<file path="config.mk">
export PLATFORM = sky130hd
export DESIGN_NAME = hamming_secded_decoder_flat
export DESIGN_NICKNAME = d
export VERILOG_FILES = /design/src/rtl/hamming_secded_decoder_if.sv /design/src/rtl/hamming_secded_decoder.sv /design/src/flat_wrapper.sv
export SDC_FILE = /design/constraint.sdc
export NUM_CORES = 1
export LEC_CHECK = 0
export BUFFER_PORTS_ARGS = -buffer_cell sky130_fd_sc_hd__buf_4
export CAP_MARGIN = 20
export CORE_UTILIZATION = 45
export CTS_BUF_LIST = sky130_fd_sc_hd__clkbuf_8
export DETAILED_ROUTE_END_ITERATION = 16
export PLACE_DENSITY = 0.76
export SYNTH_ARGS = -nofsm -noshare
export SYNTH_HDL_FRONTEND = slang
export SYNTH_SLANG_ARGS = --single-unit
</file>
<file path="constraint.sdc">
create_clock -name clk_i -period 2.4 [get_ports clk_i]
set_clock_uncertainty 0.05 [all_clocks]
set_input_delay 0.36 -clock clk_i [delete_from_list [all_inputs] [get_ports clk_i]]
set_output_delay 0.36 -clock clk_i [all_outputs]
set_load 0.005 [all_outputs]
</file>
<file path="src/rtl/hamming_secded_decoder_if.sv">
// Bus bundle for the SECDED decoder: received word in, decoded result out.
interface hamming_secded_decoder_if #(
    parameter int unsigned DATA_WIDTH = 8
);
    // Smallest r with 2^r >= DATA_WIDTH + r + 1
    function automatic int unsigned calc_code_bits(int unsigned dw);
        int unsigned r = 1;
        while ((32'd1 << r) < dw + r + 1) r++;
        return r;
    endfunction

    localparam int unsigned CODE_BITS  = calc_code_bits(DATA_WIDTH);
    localparam int unsigned ADDR_WIDTH = CODE_BITS;

    logic                    valid_i;
    logic [DATA_WIDTH-1:0]   data_in_i;
    logic [CODE_BITS:0]      pad_bits_i;
    logic                    valid_o;
    logic [DATA_WIDTH-1:0]   data_out_o;
    logic [DATA_WIDTH-1:0]   raw_data_o;
    logic [ADDR_WIDTH-1:0]   fault_location_o;
    logic [1:0]              num_errors_o;

    modport master (
        output valid_i, data_in_i, pad_bits_i,
        input  valid_o, data_out_o, raw_data_o, fault_location_o, num_errors_o
    );

    modport slave (
        input  valid_i, data_in_i, pad_bits_i,
        output valid_o, data_out_o, raw_data_o, fault_location_o, num_errors_o
    );
endinterface

</file>
<file path="src/rtl/hamming_secded_decoder.sv">
// SECDED Hamming decoder: interleaves data and check bits into an extended
// Hamming codeword, corrects single errors, flags double/invalid errors.
// All outputs registered (one cycle latency).
module hamming_secded_decoder #(
    parameter int unsigned DATA_WIDTH = 8
) (
    input logic                     clk_i,
    input logic                     rst_i,
    hamming_secded_decoder_if.slave bus
);
    function automatic int unsigned calc_code_bits(int unsigned dw);
        int unsigned r = 1;
        while ((32'd1 << r) < dw + r + 1) r++;
        return r;
    endfunction

    localparam int unsigned CODE_BITS   = calc_code_bits(DATA_WIDTH);
    localparam int unsigned CODED_WIDTH = DATA_WIDTH + CODE_BITS + 1;
    localparam int unsigned ADDR_WIDTH  = CODE_BITS;
    localparam logic [ADDR_WIDTH-1:0] MaxPos = ADDR_WIDTH'(CODED_WIDTH - 1);

    // Codeword position of payload bit idx: the idx-th non-power-of-two above 2
    function automatic int unsigned data_pos(int unsigned idx);
        int unsigned pos = 2;
        for (int unsigned n = 0; n <= idx; n++) begin
            pos++;
            while ((pos & (pos - 1)) == 0) pos++;
        end
        return pos;
    endfunction

    // Positions 1..CODED_WIDTH-1 whose index has bit k set
    function automatic logic [CODED_WIDTH-1:0] col_mask(int unsigned k);
        logic [CODED_WIDTH-1:0] m = '0;
        for (int unsigned i = 1; i < CODED_WIDTH; i++) begin
            if (((i >> k) & 1) != 0) m = m | (CODED_WIDTH'(1) << i);
        end
        return m;
    endfunction

    logic [CODED_WIDTH-1:0] code;
    logic [ADDR_WIDTH-1:0]  syndrome;
    logic                   parity;
    logic                   single_err;
    logic [1:0]             num_errors;
    logic [DATA_WIDTH-1:0]  data_corr;

    logic                   valid_q, valid_d;
    logic [DATA_WIDTH-1:0]  data_out_q, data_out_d;
    logic [DATA_WIDTH-1:0]  raw_data_q, raw_data_d;
    logic [ADDR_WIDTH-1:0]  fault_q, fault_d;
    logic [1:0]             num_errors_q, num_errors_d;

    // Pad stage: overall parity at 0, Hamming parities at powers of two, data elsewhere
    assign code[0] = bus.pad_bits_i[0];
    for (genvar k = 0; k < CODE_BITS; k++) begin : g_par_pos
        assign code[1 << k] = bus.pad_bits_i[k+1];
    end
    for (genvar j = 0; j < DATA_WIDTH; j++) begin : g_data_pos
        assign code[data_pos(j)] = bus.data_in_i[j];
    end

    // Syndrome bit k is the parity over positions with index bit k set
    for (genvar k = 0; k < ADDR_WIDTH; k++) begin : g_syn
        assign syndrome[k] = ^(code & col_mask(k));
    end
    assign parity = ^code;

    // Classify (syndrome, parity) into the error class
    always_comb begin
        single_err = 1'b0;
        num_errors = 2'd0;
        if (syndrome == '0 && !parity) begin
            num_errors = 2'd0;
        end else if (parity && syndrome <= MaxPos) begin
            num_errors = 2'd1;
            single_err = 1'b1;
        end else if (!parity) begin
            num_errors = 2'd2;
        end else begin
            num_errors = 2'd3;
        end
    end

    // Flip only the payload bit the syndrome points at; parity-bit errors leave data intact
    for (genvar j = 0; j < DATA_WIDTH; j++) begin : g_corr
        assign data_corr[j] = bus.data_in_i[j] ^
                              (single_err && (syndrome == ADDR_WIDTH'(data_pos(j))));
    end

    // Next state: load on valid, otherwise hold results and drop valid
    always_comb begin
        valid_d      = bus.valid_i;
        data_out_d   = data_out_q;
        raw_data_d   = raw_data_q;
        fault_d      = fault_q;
        num_errors_d = num_errors_q;
        if (bus.valid_i) begin
            data_out_d   = data_corr;
            raw_data_d   = bus.data_in_i;
            fault_d      = syndrome;
            num_errors_d = num_errors;
        end
    end

    // Output registers with synchronous reset
    always_ff @(posedge clk_i) begin
        if (rst_i) begin
            valid_q      <= 1'b0;
            data_out_q   <= '0;
            raw_data_q   <= '0;
            fault_q      <= '0;
            num_errors_q <= '0;
        end else begin
            valid_q      <= valid_d;
            data_out_q   <= data_out_d;
            raw_data_q   <= raw_data_d;
            fault_q      <= fault_d;
            num_errors_q <= num_errors_d;
        end
    end

    assign bus.valid_o          = valid_q;
    assign bus.data_out_o       = data_out_q;
    assign bus.raw_data_o       = raw_data_q;
    assign bus.fault_location_o = fault_q;
    assign bus.num_errors_o     = num_errors_q;
endmodule

</file>
<file path="src/flat_wrapper.sv">
// flat-port wrapper written by rule: the top's interface ports become plain ports
module hamming_secded_decoder_flat 
#(
    parameter int unsigned DATA_WIDTH = 8
)
  (clk_i, rst_i, bus_valid_i, bus_data_in_i, bus_pad_bits_i, bus_valid_o, bus_data_out_o, bus_raw_data_o, bus_fault_location_o, bus_num_errors_o);
  hamming_secded_decoder_if #(.DATA_WIDTH(DATA_WIDTH)) bus_i ();
  input logic clk_i;
  input logic rst_i;
  input wire logic [$bits(bus_i.valid_i)-1:0] bus_valid_i;
  input wire logic [$bits(bus_i.data_in_i)-1:0] bus_data_in_i;
  input wire logic [$bits(bus_i.pad_bits_i)-1:0] bus_pad_bits_i;
  output wire logic [$bits(bus_i.valid_o)-1:0] bus_valid_o;
  output wire logic [$bits(bus_i.data_out_o)-1:0] bus_data_out_o;
  output wire logic [$bits(bus_i.raw_data_o)-1:0] bus_raw_data_o;
  output wire logic [$bits(bus_i.fault_location_o)-1:0] bus_fault_location_o;
  output wire logic [$bits(bus_i.num_errors_o)-1:0] bus_num_errors_o;
  assign bus_i.valid_i = bus_valid_i;
  assign bus_i.data_in_i = bus_data_in_i;
  assign bus_i.pad_bits_i = bus_pad_bits_i;
  assign bus_valid_o = bus_i.valid_o;
  assign bus_data_out_o = bus_i.data_out_o;
  assign bus_raw_data_o = bus_i.raw_data_o;
  assign bus_fault_location_o = bus_i.fault_location_o;
  assign bus_num_errors_o = bus_i.num_errors_o;
  hamming_secded_decoder #(.DATA_WIDTH(DATA_WIDTH)) u_core (.clk_i(clk_i), .rst_i(rst_i), .bus(bus_i));
endmodule
</file>
==> results.md, run 1 <==
* Initial drt markers at 18
* # setup viols final at 0
* Layout Utilization at 58.9%
* Pins over their slew limit at 0
* Tot GR Track Use at 19.2%
* Cts hold-fix bufs at 0
* Worst-Skew Late Latency at 260 ps
* CORE AREA at 3050 µm²
* CTS buffer count at 3
* Setup TNS at 0 ps
* Synth Net Count at 163
* Initial Util at 47.3%
* Largest stage delay, worst path at 540 ps
* Root buf cell: clkbuf_8
* Nets@finish at 197
* Routed len/inst at 13.8 µm
* WP depth at 6
* Fmax achieved at 0.477 GHz
* Largest net degree at the start of global routing at 39
* Post-Synthesis Cells at 147
* Slew margin rel. at 56.5%
* Pwr dens at 603 nW/µm²
* ANT cells at 0
* Synth Warn # at 0
* First-pass DRT Iterations at 4
* RSZ-0062 raised after global routing: false
* Status: completed
* Resize count post-CTS at 0
* Tot Pwr at 1.08 mW
* Worst Path Required at 2480 ps
* Netlist cell types at 31
* Final setup margin at 304 ps
* Leak pwr at 0.778 nW
* Worst Path Arrival at 2180 ps
* # Max-Cap Violations at 0
* Antenna Nets Post-Route at 0
* Port-buffer cells at 38
* First-pass GRT wire length at 5040 µm
* Netlist Area Pre-Place at 1450 µm²
* Critical Path End Type: flip-flop
* Fillers at 301
* Register area share after synthesis at 31.9%
* FF-to-FF setup slack at 1450 ps
* Initial antenna violation count at 0
* Place WS at 111 ps
* Drt total wl at 3100 µm
* Worst Path Class, Setup: input port to flip-flop
* Die H at 58.7 µm
* Slowest CP cell: a2111oi_0
* Htree depth at 1
* Final Cell Area at 1800 µm²
* Worst hold path cell count at 3
* Syn Area/Cell at 9.83 µm²
* Period utilization at 87.3%
* Via count at 1217
* HP Class: input port to flip-flop
* Final hold vios at 0
* Bufs on Longest Clock Path at 2
* Die width at 58.7 µm
* Commonest non-fill, non-tap cell in the layout: buf_4
* Layout area overhead at 24.3%
* Share of layout cells above drive strength 1 at 28.9%
* Grt ovf at 0
* Sink Count at 23
* CTS tree: done
* Maximum fanout along the worst path at 10
* Site Rows at 20
* Seq. cell area at 460 µm²
* CP startpoint kind: input port
* Dpl hpwl at 2340 µm
* Worst path cell trace: buf_4, xnor2_1, xor2_2, nand4_1, a2111oi_0, a2111oi_1
* Register bit count reported by yosys at 23
* CP top delay family: XOR/XNOR gates
* Vias in the first global route at 1157
* Footprint of the multi-input gates at 946 µm²
* Vias/cell at 5.43
* # DRC at 0
* Fin crit period at 2100 ps
* Worst R2R Path Depth at 3
* Worst VDD drop at 0.282 mV
* I/O pin total at 39
* Clock-pin slew on the worst setup and hold paths at 80 ps
* Commonest cells after routing, fill and taps aside: buf_4, nor2_1, dfxtp_1, mux2i_1, xnor2_1
* Die area at 3440 µm²
* Worst Max-Slew Pin Slew at 648 ps
* Setup bufs post-CTS at 0
* CP bufs+invs at 1
* Gp weighted congestion at 0.873
* Placed cell area at 1750 µm²
[routing by layer]
| metal | vias to the layer above | wire (µm) | track usage, % |
|---|---|---|---|
| met5 | - | 0 | 0 |
| met4 | 0 | 39 | 6.80 |
| met3 | 6 | 185 | 3.52 |
| met2 | 39 | 1510 | 33.0 |
| met1 | 576 | 1360 | 24.1 |
| li1 | 596 | - | - |
[worst reg2reg max path, delay by kind of cell (launching register included)]
family | cells | cell delay, ps
multiplexers | 2 | 420
flip-flops | 1 | 320
AND/OR/NAND/NOR | 1 | 50
[stage by stage]
stage	hold slack (ps)	std cells
6_report	339	224
5_1_grt	377	224
4_1_cts	342	224
3_5_place_dp	419	220
3_3_place_gp	415	220
2_1_floorplan	417	147
[synth_stat cells]
library cell,count,area (µm²)
a2111oi_0,3,26.3
a2111oi_1,3,30.0
a2111oi_2,1,15.0
a211oi_1,6,45.0
a21oi_1,3,15.0
a311oi_1,1,8.76
and2b_2,1,8.76
buf_1,3,11.3
buf_2,1,5.00
clkbuf_1,5,18.8
dfxtp_1,23,460
inv_1,1,3.75
mux2_1,3,33.8
mux2i_1,11,110
nand2_1,4,15.0
nand2b_1,3,18.8
nand4_1,2,12.5
nor2_1,25,93.8
nor2b_1,4,25.0
nor4_1,6,37.5
nor4_2,1,12.5
o2111a_1,1,11.3
o211ai_1,3,22.5
o21ai_0,5,25.0
o41ai_1,2,17.5
or4_1,1,7.51
xnor2_1,9,78.8
xnor2_2,4,65.1
xnor3_1,6,135
xor2_1,3,26.3
xor2_2,3,48.8
[final timing paths]
| path | end | from |
|---|---|---|
| worst max-delay path | u_core.bus.data_out_o[1]$_SDFFE_PP0P_ | bus_data_in_i[3] |
| worst max register to register | u_core.bus.data_out_o[5]$_SDFFE_PP0P_ | u_core.bus.data_out_o[5]$_SDFFE_PP0P_ |
| worst min-delay path | u_core.bus.raw_data_o[5]$_SDFFE_PP0P_ | bus_data_in_i[5] |
| worst min register to register | u_core.bus.raw_data_o[3]$_SDFFE_PP0P_ | u_core.bus.raw_data_o[3]$_SDFFE_PP0P_ |
[cells by family (layout without fill, tap and decap cells)]
family	count (synthesis)	in the layout	synth area share, %
xor gates and xnor gates	25	25	24.5
buffers and inverters	10	43	2.68
and+or+nand+nor	47	47	16.0
AOI/OAI and AO/OA	28	28	15.0
muxes	14	14	9.96
DFF	23	23	31.9
[registers in the layout (all words and copies together) (netlist names)]
register                     count
u_core.bus.num_errors_o          2
u_core.bus.fault_location_o      4
u_core.bus.valid_o               1
u_core.bus.raw_data_o            8
u_core.bus.data_out_o            8
[layout make-up]
class	instances	area share [%]
Sequential cell	23	25.6
Clock buffer	3	2.30
Multi-Input combinational cell	114	52.6
Timing Repair Buffer	38	15.9
Inverter	1	0.209
Clock inverter	1	0.279
Tap cell	44	3.06
[power by group]
| group | leakage (nW) | switching, mW | internal (mW) |
|---|---|---|---|
| Clock | 0.0255 | 0.127 | 0.116 |
| Combinational | 0.562 | 0.208 | 0.198 |
| Sequential | 0.191 | 0.0181 | 0.417 |
| Total | 0.778 | 0.353 | 0.731 |
(Power assumes the default switching activity.)
==> run 2, diff against run 1 <==
- CTS_BUF_LIST: sky130_fd_sc_hd__clkbuf_8 -> sky130_fd_sc_hd__clkbuf_2
==> results.md, run 2 (synthesized netlist as in run 1, its figures left out) <==
* Resize count post-CTS at 0 (unchanged)
* Drt total wl at 3110 µm (was 3100 µm)
* Largest stage delay, worst path at 540 ps (about the same)
* Initial Util at 47.3% (unchanged)
* Site Rows at 20 (unchanged)
* Commonest non-fill, non-tap cell in the layout: buf_4 (unchanged)
* Root buf cell: clkbuf_2 (was clkbuf_8)
* Fmax achieved at 0.505 GHz (was 0.477 GHz)
* Largest net degree at the start of global routing at 39 (unchanged)
* Worst Path Class, Setup: input port to flip-flop (unchanged)
* Worst Path Arrival at 2170 ps (was 2180 ps)
* Tot GR Track Use at 19.2% (unchanged)
* Critical Path End Type: flip-flop (unchanged)
* Share of layout cells above drive strength 1 at 28.9% (unchanged)
* Commonest cells after routing, fill and taps aside: buf_4, nor2_1, dfxtp_1, mux2i_1, xnor2_1 (unchanged)
* # DRC at 0 (unchanged)
* Via count at 1209 (was 1217)
* Layout area overhead at 22.5% (was 24.3%)
* Worst Path Required at 2590 ps (was 2480 ps)
* Worst path cell trace: buf_4, xnor2_1, xor2_2, nand4_1, a2111oi_0, a2111oi_1 (unchanged)
* Initial drt markers at 22 (was 18)
* I/O pin total at 39 (unchanged)
* Grt ovf at 0 (unchanged)
* Htree depth at 1 (unchanged)
* Die H at 58.7 µm (unchanged)
* HP Class: input port to flip-flop (unchanged)
* RSZ-0062 raised after global routing: false (unchanged)
* # setup viols final at 0 (unchanged)
* Setup TNS at 0 ps (unchanged)
* Vias/cell at 5.40 (was 5.43)
* Final hold vios at 0 (unchanged)
* CTS tree: done (unchanged)
* Routed len/inst at 13.9 µm (was 13.8 µm)
* Worst Max-Slew Pin Slew at 649 ps (was 648 ps)
* Fin crit period at 1980 ps (was 2100 ps)
* CTS buffer count at 3 (unchanged)
* Dpl hpwl at 2340 µm (unchanged)
* Antenna Nets Post-Route at 0 (unchanged)
* Initial antenna violation count at 0 (unchanged)
* Pwr dens at 566 nW/µm² (was 603 nW/µm²)
* Worst-Skew Late Latency at 340 ps (was 260 ps)
* Dpl cells at 220 (unchanged)
* Period utilization at 82.5% (was 87.3%)
* Leak pwr at 0.768 nW (was 0.778 nW)
* Worst VDD drop at 0.289 mV (was 0.282 mV)
* CORE AREA at 3050 µm² (unchanged)
* Port-buffer cells at 38 (unchanged)
* Status: completed (unchanged)
* Nets@finish at 197 (unchanged)
* Bufs on Longest Clock Path at 2 (unchanged)
* Fillers at 307 (was 301)
* Die area at 3440 µm² (unchanged)
* Maximum fanout along the worst path at 10 (unchanged)
* Slew margin rel. at 56.4% (was 56.5%)
* Cts hold-fix bufs at 0 (unchanged)
* First-pass GRT wire length at 4990 µm (was 5040 µm)
* Vias in the first global route at 1149 (was 1157)
* CP startpoint kind: input port (unchanged)
* First-pass DRT Iterations at 4 (unchanged)
* # Max-Cap Violations at 0 (unchanged)
* Setup bufs post-CTS at 0 (unchanged)
* Clock-pin slew on the worst setup and hold paths at 230 ps (was 80 ps)
* Gp weighted congestion at 0.873 (unchanged)
* Die width at 58.7 µm (unchanged)
* Tot Pwr at 1.00 mW (was 1.08 mW)
* Cell Count, Final, Fillers Out at 224 (unchanged)
* Sink Count at 23 (unchanged)
* Pins over their slew limit at 0 (unchanged)
* Slowest CP cell: a2111oi_0 (unchanged)
* ANT cells at 0 (unchanged)
run 2: critical path, delay by kind of cell:
family                 cells  cell delay [ps]
buffers and inverters      1              140
AND/OR/NAND/NOR            1              220
AO/OA/AOI/OAI              2              650
XOR/XNOR                   2              800
run 2: worst paths after layout:
| check | from | to | slack, ps | cells past startpoint |
|---|---|---|---|---|
| setup reg to reg | u_core.bus.data_out_o[5]$_SDFFE_PP0P_ | u_core.bus.data_out_o[5]$_SDFFE_PP0P_ | 1430 | 3 |
| setup / recovery | bus_data_in_i[3] | u_core.bus.data_out_o[1]$_SDFFE_PP0P_ | 420 | 6 |
| hold reg to reg | u_core.bus.raw_data_o[3]$_SDFFE_PP0P_ | u_core.bus.raw_data_o[3]$_SDFFE_PP0P_ | 440 | 2 |
| hold / removal | bus_data_in_i[5] | u_core.bus.raw_data_o[5]$_SDFFE_PP0P_ | 250 | 3 |
run 2: cell type report:
| type | instances | area [µm²] | share of cell area, % |
|---|---|---|---|
| clock buffer | 3 | 15.0 | 0.848 |
| clock inverter | 1 | 5.00 | 0.283 |
| inverter | 1 | 3.75 | 0.212 |
| multi-input combinational | 114 | 946 | 53.4 |
| sequential | 23 | 460 | 26.0 |
| tap | 44 | 55.1 | 3.11 |
| timing repair buffer | 38 | 285 | 16.1 |
run 2: per-layer routing:
metal	global-route usage [%]	share of wire, %	vias up
li1	-	-	599
met1	24.2	45	567
met3	3.52	5.7	4
met4	7.82	0.97	0
met2	32.3	48	39
met5	0	0	-
run 2: power breakdown:
group,internal [mW],switching (mW),total (mW)
clock,0.0378,0.122,0.160
combinational,0.198,0.208,0.406
sequential,0.418,0.0181,0.436
total,0.654,0.348,1.00
run 2: through the flow:
step / setup WS [ps] / instance area [µm²] / hold WS, ps / utilization [%]
after floorplan: 436 / 1450 / 417 / -
after detailed placement: 111 / 1750 / 419 / 57.3
after global placement: 191 / 1750 / 415 / 57.3
final: 419 / 1770 / 245 / 58.0
after CTS: 507 / 1770 / 235 / 58.0
after global routing: 232 / 1770 / 254 / 58.0
